--- config.mk ---
export PLATFORM = sky130hd
export DESIGN_NAME = sysserv_arbiter
export DESIGN_NICKNAME = d
export VERILOG_FILES = /design/src/rtl/sysserv_arbiter.sv
export SDC_FILE = /design/constraint.sdc
export NUM_CORES = 1
export LEC_CHECK = 0
export CAP_MARGIN = 20
export CORE_MARGIN = 4
export CORE_UTILIZATION = 63
export DETAILED_ROUTE_END_ITERATION = 10
export DONT_BUFFER_PORTS = 1
export PLACE_DENSITY_LB_ADDON = 0.3
export SLEW_MARGIN = 15
export SYNTH_ARGS = -nofsm -noshare
export SYNTH_HDL_FRONTEND = slang
export SYNTH_SLANG_ARGS = --single-unit
--- constraint.sdc ---
create_clock -name CLK -period 5.6 [get_ports CLK]
set_input_delay 0.56 -clock CLK [delete_from_list [all_inputs] [get_ports CLK]]
set_output_delay 0.56 -clock CLK [all_outputs]
set_load 0.005 [all_outputs]
--- src/rtl/sysserv_arbiter.sv ---
`default_nettype none
// ============================================================================
// Module   : sysserv_arbiter
// Brief    : Round-robin front-end that serialises client commands onto the
//            system-services core and buffers responses in a FWFT FIFO.
//            Optional watchdog: define SYSSERV_ARB_TIMEOUT_EN.
// Revision : 1.0 - initial release
// ============================================================================
module sysserv_arbiter #(
    parameter int          NUM_CH         = 4,
    parameter int          RSP_DEPTH      = 16,
    parameter logic [31:0] TIMEOUT_CYCLES = 32'h2000_0000
) (
    input  logic                CLK,
    input  logic                RESETN,
    input  logic [NUM_CH-1:0]   CH_REQ,
    input  logic [8*NUM_CH-1:0] CH_OPCODE,
    output logic [NUM_CH-1:0]   CH_GNT,
    output logic [NUM_CH-1:0]   CH_DONE,
    output logic [NUM_CH-1:0]   CH_ERR,
    output logic [7:0]          RSP_STATUS,
    input  logic                RSP_RDEN,
    output logic [31:0]         RSP_DATA,
    output logic                RSP_EMPTY,
    output logic                SS_CMD_VALID,
    output logic [7:0]          SS_CMD_OPCODE,
    input  logic                SS_CMD_READY,
    input  logic                SS_RSP_VALID,
    input  logic [31:0]         SS_RSP_DATA,
    input  logic                SS_RSP_LAST,
    input  logic [7:0]          SS_RSP_STATUS,
    output logic                USR_BUSY
);

    localparam int CW = (NUM_CH > 1) ? $clog2(NUM_CH) : 1;
    localparam int AW = $clog2(RSP_DEPTH);

    typedef enum logic [1:0] {
        S_IDLE     = 2'd0,
        S_ISSUE    = 2'd1,
        S_WAIT_RSP = 2'd2,
        S_DONE     = 2'd3
    } state_t;

    state_t            state_q, state_d;
    logic [CW-1:0]     owner_q, owner_d;
    logic [CW-1:0]     rr_ptr_q, rr_ptr_d;
    logic [7:0]        opcode_q, opcode_d;
    logic [7:0]        rsp_status_q, rsp_status_d;
    logic [NUM_CH-1:0] gnt_q, gnt_d;
    logic              ovf_q, ovf_d;
    logic              err_q, err_d;
    logic [AW:0]       wr_ptr_q, wr_ptr_d;
    logic [AW:0]       rd_ptr_q, rd_ptr_d;
    logic [31:0]       fifo_mem [RSP_DEPTH];

    logic              fifo_full, fifo_empty, fifo_pop, push_req, fifo_push;
    logic              cmd_valid, tmo_hit;
    logic [NUM_CH-1:0] owner_oh;

    // Round-robin search starting one past the last owner
    logic          arb_found;
    logic [CW-1:0] arb_win, arb_cand;
    int            arb_idx;

    always_comb begin
        arb_found = 1'b0;
        arb_win   = rr_ptr_q;
        arb_cand  = '0;
        arb_idx   = 0;
        for (int i = 1; i <= NUM_CH; i++) begin
            arb_idx = int'(rr_ptr_q) + i;
            if (arb_idx >= NUM_CH) arb_idx = arb_idx - NUM_CH;
            arb_cand = CW'(arb_idx);
            if (!arb_found && CH_REQ[arb_cand]) begin
                arb_found = 1'b1;
                arb_win   = arb_cand;
            end
        end
    end

    assign fifo_empty = (wr_ptr_q == rd_ptr_q);
    assign fifo_full  = (wr_ptr_q[AW] != rd_ptr_q[AW]) &&
                        (wr_ptr_q[AW-1:0] == rd_ptr_q[AW-1:0]);
    assign fifo_pop   = RSP_RDEN && !fifo_empty;
    assign push_req   = (state_q == S_WAIT_RSP) && SS_RSP_VALID;
    // A pop in the same cycle frees the slot, so a full FIFO still accepts
    assign fifo_push  = push_req && (!fifo_full || fifo_pop);

    always_comb begin
        wr_ptr_d = wr_ptr_q;
        rd_ptr_d = rd_ptr_q;
        if (fifo_push) wr_ptr_d = wr_ptr_q + (AW+1)'(1);
        if (fifo_pop)  rd_ptr_d = rd_ptr_q + (AW+1)'(1);
    end

    always_ff @(posedge CLK) begin
        if (fifo_push) fifo_mem[wr_ptr_q[AW-1:0]] <= SS_RSP_DATA;
    end

`ifdef SYSSERV_ARB_TIMEOUT_EN
    logic [31:0] tmo_q, tmo_d;

    assign tmo_d   = (state_q == S_WAIT_RSP) ? tmo_q + 32'd1 : 32'd0;
    assign tmo_hit = (state_q == S_WAIT_RSP) && (tmo_q == TIMEOUT_CYCLES - 32'd1);

    always_ff @(posedge CLK or negedge RESETN) begin
        if (!RESETN) tmo_q <= '0;
        else         tmo_q <= tmo_d;
    end
`else
    assign tmo_hit = 1'b0;
`endif

    // The grant cycle is spent in ISSUE with the command still withheld
    assign cmd_valid = (state_q == S_ISSUE) && (gnt_q == '0);

    always_comb begin
        state_d      = state_q;
        owner_d      = owner_q;
        rr_ptr_d     = rr_ptr_q;
        opcode_d     = opcode_q;
        rsp_status_d = rsp_status_q;
        gnt_d        = '0;
        ovf_d        = ovf_q;
        err_d        = err_q;
        case (state_q)
            S_IDLE: begin
                if (arb_found) begin
                    gnt_d    = NUM_CH'(1) << arb_win;
                    owner_d  = arb_win;
                    rr_ptr_d = arb_win;
                    opcode_d = CH_OPCODE[{arb_win, 3'b000} +: 8];
                    ovf_d    = 1'b0;
                    state_d  = S_ISSUE;
                end
            end
            S_ISSUE: begin
                if (cmd_valid && SS_CMD_READY) state_d = S_WAIT_RSP;
            end
            S_WAIT_RSP: begin
                if (push_req && !fifo_push) ovf_d = 1'b1;
                if (SS_RSP_VALID && SS_RSP_LAST) begin
                    state_d      = S_DONE;
                    rsp_status_d = SS_RSP_STATUS;
                    err_d        = (SS_RSP_STATUS != 8'h00) || ovf_d;
                end else if (tmo_hit) begin
                    state_d      = S_DONE;
                    rsp_status_d = 8'hFF;
                    err_d        = 1'b1;
                end
            end
            S_DONE:  state_d = S_IDLE;
            default: state_d = S_IDLE;
        endcase
    end

    always_ff @(posedge CLK or negedge RESETN) begin
        if (!RESETN) begin
            state_q      <= S_IDLE;
            owner_q      <= '0;
            rr_ptr_q     <= CW'(NUM_CH - 1);
            opcode_q     <= '0;
            rsp_status_q <= '0;
            gnt_q        <= '0;
            ovf_q        <= 1'b0;
            err_q        <= 1'b0;
            wr_ptr_q     <= '0;
            rd_ptr_q     <= '0;
        end else begin
            state_q      <= state_d;
            owner_q      <= owner_d;
            rr_ptr_q     <= rr_ptr_d;
            opcode_q     <= opcode_d;
            rsp_status_q <= rsp_status_d;
            gnt_q        <= gnt_d;
            ovf_q        <= ovf_d;
            err_q        <= err_d;
            wr_ptr_q     <= wr_ptr_d;
            rd_ptr_q     <= rd_ptr_d;
        end
    end

    assign owner_oh      = NUM_CH'(1) << owner_q;
    assign CH_GNT        = gnt_q;
    assign CH_DONE       = (state_q == S_DONE) ? owner_oh : '0;
    assign CH_ERR        = ((state_q == S_DONE) && err_q) ? owner_oh : '0;
    assign RSP_STATUS    = rsp_status_q;
    assign RSP_DATA      = fifo_mem[rd_ptr_q[AW-1:0]];
    assign RSP_EMPTY     = fifo_empty;
    assign SS_CMD_VALID  = cmd_valid;
    assign SS_CMD_OPCODE = opcode_q;
    assign USR_BUSY      = (state_q != S_IDLE);

endmodule
`default_nettype wire

==> metrics.cfg <==
[clocking]
tritoncts_num_sinks = 550
cts_buffers = 53
clock_insertion_delay_at_the_later_pin_of_the_skew_report_ps = 570
clock_tree.buffer_depth = 3
cts_tree = built
clk_pin_slew_worst_paths_ps = 60
post_cts.repair.setup_buffers = 0
cts_max_level = 2
clock-root-buffer = sky130_fd_sc_hd__clkbuf_16
postCtsResizedCells = 0
holdBufCountCts = 2

[placement]
placed_cell_area_um2 = 22200
placed_cells = 1437
preCtsSetupSlack_ps = 2000
io_buffer_count = 0
detailed_placement_wirelength_estimate_mm = 23.7
place.gp.congestion = 0.767

[sta]
setup_total_negative_slack_ps = 0
setup_viol = 0
tightest_slew_ps = 1110
drv_slew = 0
worst_hold_slack_across_all_endpoints_ps = 85.7
hold_violations = 0
fin_crit_sh = 0.720
unrepaired_setup_endpoints_after_global_routing = no
max_slew_margin = 0.262
postLayoutSetupSlackWorst_ps = 1570
max_freq_mhz = 248
largest_clock_skew_in_the_final_design_ps = 15.6
final.min_clock_period_ps = 4030

[yosys]
synth.ff_latch_count = 550
synthArstFlopShare = 0.0691
synthDistinctLibCells = 46
syn_area_per_cell_um2 = 21.3
synth_ff_type = sky130_fd_sc_hd__edfxtp_1
syn-cell-area_um2 = 21600
netlist_instances = 1017
number_of_enable_type_register_cells_in_the_synthesized_netlist = 512
yosysSeqAreaShare = 0.755
ys.warnings.count = 0
synth.net_count = 1109

[global_routing]
antenna_found_initial = 0
globalRoute.totalOverflow = 0
grt_max_degree = 95
grt_pass1_wl_mm = 66.1
first_global_vias = 10600
grt_use_total = 0.232

[worst_setup_path]
critical_path.startpoint_type = flip-flop
setup.reg_to_reg.worst_slack_ps = 1980
cp_cell_sequence = buf_4, mux4_2, nor2b_1, a211oi_1, a21oi_1
crit_type = reg2out
worstPathRequired_ps = 5040
slowest_delay_ps = 920
critPathSlowestCell = sky130_fd_sc_hd__buf_4
cp-end-kind = output pin
critical_path.n_buffers_inverters = 1
critPathTopFamily = buffers and inverters
path_max_fanout = 62
worst_ep_arrival_time_ps = 3470

[route]
routed_wirelength_mm = 43.0
route.detailed.wl_per_inst_um = 28.0
dr.pass1.iters = 5
vias = 10000
antenna_left = 0
initialDrtViolationCount = 967
drc_errors = 0
vias_per_cell = 6.53

[layout]
post-route-util = 0.707
final_cell_count_no_fill = 1536
fraction_of_final_layout_cells_with_drive_strength_greater_than_1 = 0.241
post-route-cell-area_um2 = 23800
area_delta_synth_final_pct = 10.2
fin_nets = 1139
num_antenna_cells = 0

[floorplanning]
core_region_um2 = 33700
floorplan.die_area_um2 = 37300
dieWidth_um = 193
pin_count = 145
start_util = 0.642
placement_rows = 67
die-height_um = 193

[run_status]
run_status = complete, no violations

[power]
leakage_power_figure_nw = 7.68
power.total_mw = 11.3
max-vdd-ir-drop_mv = 0.340
power_density_nw_per_um2 = 473

[min_path]
worstHoldPathType = in2reg

[flow_run]
drv_cap = 0

kinds of logic after synthesis:
group,count (synthesis),synth area share
flip-flops,550,0.755
multiplexers,187,0.161
AND/OR/NAND/NOR,104,0.0278
AO/OA/AOI/OAI,91,0.0278
buffers and inverters,62,0.0168
XOR/XNOR,13,0.00527
adder cells (fa/ha/maj),10,0.00579
worst paths after layout:
kind,startpoint,cells after the start,to
worst max-delay path,rd_ptr_q[2],5,RSP_DATA[25]
worst min-delay path,SS_RSP_DATA[2],0,fifo_mem[0][2]
worst max register to register,rd_ptr_q[0],6,fifo_mem[7][12]
worst min register to register,rd_ptr_q[4],1,rd_ptr_q[4]
max in group asynchronous,RESETN,2,rr_ptr_q[0]
min in group asynchronous,RESETN,2,SS_CMD_OPCODE[6]
synth_stat cells (3+ instances only):
master	instances	area, µm²
sky130_fd_sc_hd__mux2i_1	49	490
sky130_fd_sc_hd__nor2b_1	32	200
sky130_fd_sc_hd__xnor2_1	7	61.3
sky130_fd_sc_hd__and4_1	4	35.0
sky130_fd_sc_hd__mux2_2	10	113
sky130_fd_sc_hd__nand2_1	20	75.1
sky130_fd_sc_hd__a211oi_1	32	240
sky130_fd_sc_hd__nor4_1	4	25.0
sky130_fd_sc_hd__edfxtp_1	512	15400
sky130_fd_sc_hd__nor4bb_1	4	40.0
sky130_fd_sc_hd__buf_2	13	65.1
sky130_fd_sc_hd__a21oi_1	37	185
sky130_fd_sc_hd__mux4_2	128	2880
sky130_fd_sc_hd__buf_4	6	45.0
sky130_fd_sc_hd__nand2b_1	5	31.3
sky130_fd_sc_hd__clkbuf_1	24	90.1
sky130_fd_sc_hd__o221ai_1	8	70.1
sky130_fd_sc_hd__nor2_1	14	52.6
sky130_fd_sc_hd__buf_6	5	56.3
sky130_fd_sc_hd__nor3_1	3	15.0
sky130_fd_sc_hd__ha_1	10	125
sky130_fd_sc_hd__xor2_1	6	52.6
sky130_fd_sc_hd__dfrtp_1	36	901
sky130_fd_sc_hd__inv_1	8	30.0
sky130_fd_sc_hd__nor3b_1	9	67.6
sky130_fd_sc_hd__o21ai_0	3	15.0
sky130_fd_sc_hd__nand4_1	3	18.8
placed cells by master, fill, tap and decap left out, types with 2 or more instances in the layout:
| cell type | Yosys | routed |
|---|---|---|
| sky130_fd_sc_hd__nor3b_2 | 0 | 8 |
| sky130_fd_sc_hd__dfstp_2 | 2 | 2 |
| sky130_fd_sc_hd__nor2b_1 | 32 | 32 |
| sky130_fd_sc_hd__and2_1 | 2 | 2 |
| sky130_fd_sc_hd__clkbuf_16 | 0 | 55 |
| sky130_fd_sc_hd__a21oi_1 | 37 | 37 |
| sky130_fd_sc_hd__inv_1 | 8 | 8 |
| sky130_fd_sc_hd__nor3_1 | 3 | 3 |
| sky130_fd_sc_hd__a211oi_1 | 32 | 32 |
| sky130_fd_sc_hd__dfrtp_1 | 36 | 32 |
| sky130_fd_sc_hd__nor2_1 | 14 | 14 |
| sky130_fd_sc_hd__xor2_1 | 6 | 6 |
| sky130_fd_sc_hd__mux2_2 | 10 | 10 |
| sky130_fd_sc_hd__and4_2 | 0 | 4 |
| sky130_fd_sc_hd__buf_12 | 2 | 4 |
| sky130_fd_sc_hd__o221ai_1 | 8 | 8 |
| sky130_fd_sc_hd__nand2b_1 | 5 | 5 |
| sky130_fd_sc_hd__xnor2_1 | 7 | 7 |
| sky130_fd_sc_hd__clkinv_1 | 0 | 8 |
| sky130_fd_sc_hd__nand2_1 | 20 | 20 |
| sky130_fd_sc_hd__mux4_2 | 128 | 128 |
| sky130_fd_sc_hd__edfxtp_1 | 512 | 512 |
| sky130_fd_sc_hd__mux2i_1 | 49 | 49 |
| sky130_fd_sc_hd__ha_1 | 10 | 10 |
| sky130_fd_sc_hd__nor4_1 | 4 | 4 |
| sky130_fd_sc_hd__clkbuf_1 | 24 | 18 |
| sky130_fd_sc_hd__nor4bb_4 | 0 | 4 |
| sky130_fd_sc_hd__nand3_1 | 2 | 2 |
| sky130_fd_sc_hd__clkinv_2 | 0 | 13 |
| sky130_fd_sc_hd__buf_4 | 6 | 23 |
| sky130_fd_sc_hd__o21ai_0 | 3 | 3 |
| sky130_fd_sc_hd__nand4_1 | 3 | 3 |
| sky130_fd_sc_hd__dfrtp_4 | 0 | 3 |
final cells by class:
class | count | area (µm²)
Clock buffer | 73 | 1440
Clock inverter | 23 | 134
Fill cell | 2002 | 9870
Inverter | 8 | 30.0
Multi-Input combinational cell | 405 | 5040
Sequential cell | 550 | 16300
Tap cell | 448 | 561
Timing Repair Buffer | 29 | 274
state kept, by name, indices dropped and copies added (netlist names), 2 cells and up:
| signal | cells |
|---|---|
| SS_CMD_OPCODE | 8 |
| rr_ptr_q | 2 |
| rd_ptr_q | 5 |
| CH_GNT | 4 |
| wr_ptr_q | 5 |
| fifo_mem | 512 |
| owner_q | 2 |
| state_q | 2 |
| RSP_STATUS | 8 |
power breakdown:
| group | internal [mW] | total (mW) | switching [mW] |
|---|---|---|---|
| Clock | 1.84 | 3.28 | 1.44 |
| Combinational | 1.41 | 2.82 | 1.42 |
| Sequential | 4.76 | 5.17 | 0.405 |
metal layers:
layer / part of all wire / GRT usage
met1: 0.39 / 0.319
met2: 0.51 / 0.385
met3: 0.079 / 0.0548
met4: 0.022 / 0.0585
met5: 0 / 0
Note: power is estimated with default switching activity, not from simulation.
